### src/rtl/switch_send_queue_pkg.sv
// Shared message types and head-FSM encodings for the switch send path.
// The message struct is sized for the default switch configuration and is reused by Switch and VecCore.
package switch_send_queue_pkg;

  localparam int LANE_BITS      = 32;
  localparam int DEF_CORE_SIZE  = 2;
  localparam int DEF_WIDTH      = 16;
  localparam int DEF_ADDR_SIZE  = $clog2(DEF_CORE_SIZE);

  typedef struct packed {
    logic [DEF_ADDR_SIZE-1:0]               core_idx;
    logic [DEF_WIDTH-1:0][LANE_BITS-1:0]    data;
  } msg_t;

  localparam logic [0:0] ST_IDLE    = 1'b0;
  localparam logic [0:0] ST_PRESENT = 1'b1;

endpackage

### src/rtl/switch_send_queue_msg_fifo.sv
// Generic circular message store with wrapping pointers and an occupancy count.
// Push when full and pop when empty are ignored, so callers may gate loosely.
module msg_fifo #(
  parameter int WIDTH      = 33,
  parameter int DEPTH      = 4,
  parameter int COUNT_SIZE = $clog2(DEPTH + 1)
) (
  input  logic                  clock,
  input  logic                  reset,
  input  logic                  push,
  input  logic                  pop,
  input  logic [WIDTH-1:0]      wdata,
  output logic [WIDTH-1:0]      rdata,
  output logic [COUNT_SIZE-1:0] count,
  output logic                  full
);

  localparam int                    PTR_SIZE  = $clog2(DEPTH);
  localparam logic [PTR_SIZE-1:0]   LAST_PTR  = PTR_SIZE'(DEPTH - 1);
  localparam logic [COUNT_SIZE-1:0] DEPTH_CNT = COUNT_SIZE'(DEPTH);

  logic [WIDTH-1:0]      mem_r [DEPTH];
  logic [PTR_SIZE-1:0]   wr_ptr_r;
  logic [PTR_SIZE-1:0]   rd_ptr_r;
  logic [COUNT_SIZE-1:0] count_r;
  logic [COUNT_SIZE-1:0] count_next_s;
  logic                  do_push_s;
  logic                  do_pop_s;

  function automatic logic [PTR_SIZE-1:0] ptr_inc(input logic [PTR_SIZE-1:0] ptr);
    if (ptr == LAST_PTR) begin
      return {PTR_SIZE{1'b0}};
    end else begin
      return ptr + PTR_SIZE'(1);
    end
  endfunction

  // Qualify requests against occupancy and compute the next count.
  always_comb begin
    do_push_s    = push && (count_r != DEPTH_CNT);
    do_pop_s     = pop && (count_r != {COUNT_SIZE{1'b0}});
    count_next_s = count_r;
    case ({do_push_s, do_pop_s})
      2'b10:   count_next_s = count_r + COUNT_SIZE'(1);
      2'b01:   count_next_s = count_r - COUNT_SIZE'(1);
      default: count_next_s = count_r;
    endcase
  end

  // Pointers and count; storage is cleared too so the head reads zero after reset.
  always_ff @(posedge clock or negedge reset) begin
    if (!reset) begin
      wr_ptr_r <= {PTR_SIZE{1'b0}};
      rd_ptr_r <= {PTR_SIZE{1'b0}};
      count_r  <= {COUNT_SIZE{1'b0}};
      for (int i = 0; i < DEPTH; i++) begin
        mem_r[i] <= {WIDTH{1'b0}};
      end
    end else begin
      count_r <= count_next_s;
      if (do_push_s) begin
        mem_r[wr_ptr_r] <= wdata;
        wr_ptr_r        <= ptr_inc(wr_ptr_r);
      end
      if (do_pop_s) begin
        rd_ptr_r <= ptr_inc(rd_ptr_r);
      end
    end
  end

  assign rdata = mem_r[rd_ptr_r];
  assign count = count_r;
  assign full  = (count_r == DEPTH_CNT);

endmodule

### src/rtl/switch_send_queue.sv
// Per-core outbound queue: the core enqueues {dest, vector} and the switch drains the oldest entry
// through a present/acknowledge handshake. Head fields come only from registered storage.
module switch_send_queue
  import switch_send_queue_pkg::*;
#(
  parameter int SWITCH_CORE_SIZE      = 2,
  parameter int SWITCH_WIDTH          = 16,
  parameter int DEPTH                 = 4,
  parameter int SWITCH_CORE_ADDR_SIZE = $clog2(SWITCH_CORE_SIZE),
  parameter int COUNT_SIZE            = $clog2(DEPTH + 1)
) (
  input  logic                                       clock,
  input  logic                                       reset,
  input  logic                                       enq_valid,
  input  logic [SWITCH_CORE_ADDR_SIZE-1:0]           enq_core_idx,
  input  logic [SWITCH_WIDTH-1:0][LANE_BITS-1:0]     enq_data,
  output logic                                       enq_ready,
  output logic                                       send_ready,
  output logic [SWITCH_CORE_ADDR_SIZE-1:0]           send_core_idx,
  output logic [SWITCH_WIDTH-1:0][LANE_BITS-1:0]     send_data,
  input  logic                                       send_ok,
  output logic [COUNT_SIZE-1:0]                      count,
  output logic                                       empty
);

  localparam int                    DATA_BITS = SWITCH_WIDTH * LANE_BITS;
  localparam int                    MSG_BITS  = SWITCH_CORE_ADDR_SIZE + DATA_BITS;
  localparam logic [COUNT_SIZE-1:0] ONE_CNT   = COUNT_SIZE'(1);

  logic [0:0]            state_r;
  logic [0:0]            state_next_s;
  logic                  push_s;
  logic                  pop_s;
  logic                  full_s;
  logic [COUNT_SIZE-1:0] count_s;
  logic [MSG_BITS-1:0]   wdata_s;
  logic [MSG_BITS-1:0]   head_s;

  msg_fifo #(
    .WIDTH      (MSG_BITS),
    .DEPTH      (DEPTH),
    .COUNT_SIZE (COUNT_SIZE)
  ) u_fifo (
    .clock (clock),
    .reset (reset),
    .push  (push_s),
    .pop   (pop_s),
    .wdata (wdata_s),
    .rdata (head_s),
    .count (count_s),
    .full  (full_s)
  );

  // Handshake qualification: acknowledges are honoured only while a head is presented.
  always_comb begin
    push_s  = enq_valid && !full_s;
    pop_s   = send_ok && (state_r == ST_PRESENT);
    wdata_s = {enq_core_idx, enq_data};
  end

  // Head FSM: leave PRESENT only when the pop empties the queue with no refill this cycle.
  always_comb begin
    state_next_s = state_r;
    case (state_r)
      ST_IDLE: begin
        if (push_s) begin
          state_next_s = ST_PRESENT;
        end else begin
          state_next_s = ST_IDLE;
        end
      end
      ST_PRESENT: begin
        if (pop_s && !push_s && (count_s == ONE_CNT)) begin
          state_next_s = ST_IDLE;
        end else begin
          state_next_s = ST_PRESENT;
        end
      end
      default: state_next_s = ST_IDLE;
    endcase
  end

  // FSM state register.
  always_ff @(posedge clock or negedge reset) begin
    if (!reset) begin
      state_r <= ST_IDLE;
    end else begin
      state_r <= state_next_s;
    end
  end

  assign send_ready    = (state_r == ST_PRESENT);
  assign send_core_idx = head_s[MSG_BITS-1 -: SWITCH_CORE_ADDR_SIZE];
  assign send_data     = head_s[DATA_BITS-1:0];
  assign count         = count_s;
  assign empty         = (count_s == {COUNT_SIZE{1'b0}});
  assign enq_ready     = !full_s;

endmodule

### config.mk
export PLATFORM = sky130hd
export DESIGN_NAME = switch_send_queue
export DESIGN_NICKNAME = d
export VERILOG_FILES = /design/src/rtl/switch_send_queue_pkg.sv /design/src/rtl/switch_send_queue_msg_fifo.sv /design/src/rtl/switch_send_queue.sv
export SDC_FILE = /design/constraint.sdc
export NUM_CORES = 2
export LEC_CHECK = 0
export ABC_AREA = 1
export ABC_CLOCK_PERIOD_IN_PS = 4400
export CELL_PAD_IN_SITES_DETAIL_PLACEMENT = 0
export CELL_PAD_IN_SITES_GLOBAL_PLACEMENT = 1
export CORE_ASPECT_RATIO = 1.5
export CORE_MARGIN = 4
export CORE_UTILIZATION = 46
export DETAILED_ROUTE_END_ITERATION = 7
export GPL_ROUTABILITY_DRIVEN = 0
export GPL_TIMING_DRIVEN = 1
export PLACE_DENSITY = 0.86
export SYNTH_ARGS = -nofsm -noshare
export SYNTH_HDL_FRONTEND = slang
export SYNTH_SLANG_ARGS = --single-unit
### constraint.sdc
create_clock -name clock -period 4.4 [get_ports clock]
set_input_delay 0.66 -clock clock [delete_from_list [all_inputs] [get_ports clock]]
set_output_delay 0.66 -clock clock [all_outputs]
set_load 0.01 [all_outputs]
==> flow_summary.ini <==
[global_route]
antenna_found_initial = 125
grt_pass1_wl_um = 495000
track_usage = 0.297
grt_max_degree = 215
first_global_vias = 81500
grt_overflow_total = 0

[critical_path]
crit_family = buffers and inverters
slowest_delay_ns = 0.70
endpoint_kind = output pin
startpoint_type = flip-flop
path_class = reg -> out
crit_chain = inv_8 -> buf_12 -> a21oi_1 -> o21ai_0 -> nand2_1 -> clkdlybuf4s50_1
required_ns = 3.74
timing.rr.start = u_fifo.count[0]
path_buf_inv = 3
arrival_ns = 3.57
cp_max_fo = 114
startpoint = u_fifo.rd_ptr_r[1]
crit_slowest_cell = dfrtp_4

[synth]
ys_top_cells_by_area = dfrtp_1, nand2_1, o21ai_0
yosys.area.top_type = dfrtp_1
syn-num-nets = 12300
syn_avg_cell_area_um2 = 8.01
ys_seq_area_frac = 0.548
yosysWarnings = 0
synth-edff-count = 0
synth-async-reset-ratio = 1.00
synth_cell_types = 23
synth_top_area_frac = 0.548
netlist_instances = 11700
ys_ff_latch = 2060
netlist_top_cells_count = nand2_1, o21ai_0, dfrtp_1
synth.most_common_cell = nand2_1
synth_ff_type = dfrtp_1
synth_area_mm2 = 0.0941

[sta]
worstMarginPinSlew_ns = 1.34
finalSetupViolCount = 0
tns_ns = 0
slew_viol_final = 0
rsz0062_at_grt = no
finalClockSkew_ns = 0.0467
hold_viol = 0
min_period_ns = 4.23
max_slew_margin = 0.104
max_freq_mhz = 237
fin_crit_sh = 0.961

[outcome]
status = finished clean

[cells_and_area]
finalNetCount = 12800
final_area_mm2 = 0.113
area_delta_synth_final_pct = 19.8
fin_cells = 15200
drive_gt1_frac = 0.0405
final_core_util = 0.553

[drt]
via_count = 84300
first_pass_iters = 6
viasPerCell = 5.56
drc = 0
wl_per_cell_um = 21.2
routed_wl_um = 321000
ant_nets = 0
drt_iter0_drc = 8302

[power_and_ir_drop]
ir_drop_mv = 0.303
leakage_nw = 58.3
p_per_area_mw_per_mm2 = 331
power_w = 0.0373

[floorplanning]
start_util = 0.462
die_height_um = 562
core_mm2 = 0.204
ioPinCount = 1036
num_rows = 203
die-area_mm2 = 0.212
die_x_um = 377

[clock_network]
htree_levels = 4
cts_tree = done
clk_pin_slew_ns = 0.06
insertion_delay_ns = 0.84
cts_made_buffers = 206
clock_sinks = 2060
root_buffer = clkbuf_16
cts_buffer_depth = 4

[run]
maxCapViolations = 0

[hold_path]
hold_path.class = in -> reg
hp-start = enq_data[56]

[place]
portBuffers = 1035
place_area_mm2 = 0.106
dp_cells = 14700
post-dp-hpwl_um = 200000
## placed cells by master (no fill, tap or decap), drive strengths merged, types with 10 or more instances in the layout
cell type / count
ha: 10
clkbuf: 309
nand2: 3608
a21oi: 1026
o21ai: 3080
diode: 76
buf: 193
dfrtp: 2060
inv: 1049
clkinv: 34
clkdlybuf4s50: 1034
## metrics by stage
stage | hold WS [ns] | worst slack, ns
after floorplan | 0.364 | 2.34
after global placement | 0.473 | 0.975
after detailed placement | 0.480 | 0.977
after CTS | 0.364 | 0.0427
after global routing | 0.413 | 0.0229
final | 0.443 | 0.172
## kinds of logic after synthesis
family,count (synthesis),share of synthesized area
flip-flops,2060,0.548
AO/OA/AOI/OAI,4107,0.218
buffers and inverters,1950,0.0873
adder cells (fa/ha/maj),10,0.00133
AND/OR/NAND/NOR,3620,0.145
XOR/XNOR,2,0.000186
## sequential cells by signal, summed over array words and instances, names as in the netlist
register / count
u_fifo.rd_ptr_r: 2
u_fifo.mem_r: 2052
u_fifo.wr_ptr_r: 2
u_fifo.count: 3
send_ready: 1
## layer usage
layer / track usage / wire length [um]
met1: 0.389 / 129000
met2: 0.458 / 146000
met3: 0.0870 / 31800
met4: 0.130 / 13700
met5: 0 / 693
## final timing paths
path / cells after the start / to / slack [ns]
max: 6 / send_data[466] / 0.17
max in group asynchronous: 3 / u_fifo.rd_ptr_r[1] / 2.41
max reg2reg: 8 / u_fifo.mem_r[905] / 1.38
min reg2reg: 2 / u_fifo.mem_r[1745] / 0.49
min in group asynchronous: 2 / u_fifo.mem_r[1328] / 0.45
min: 3 / u_fifo.mem_r[56] / 0.44
## cell type report
cell class	instances	area, um2
repair buffers	1228	12900
well taps	2665	3330
clock buffers	309	6020
multi-input cells	7739	34400
fillers	18700	91000
inverters	1044	3950
flip-flops and latches	2060	51600
clock inverters	45	413
diodes	76	190
## where the power goes
| group | switching [W] | internal [W] | leakage (nW) |
|---|---|---|---|
| clock network | 0.00755 | 0.00966 | 3.18 |
| logic | 0.000735 | 0.000457 | 31.7 |
| registers | 0 | 0.0189 | 23.4 |
## worst min-delay path: stages
cell             delay [ns]
clkdlybuf4s50_1        0.46
nand2_1                0.09
nand2_1                0.05
## repair_timing
item,in CTS,in global routing
setup endpoints to repair,0,63
gates resized for setup,0,3
hold buffers,1,0
endpoints found under the hold margin,74,0
setup buffers,0,0
Power figures use the tool's default switching activity.
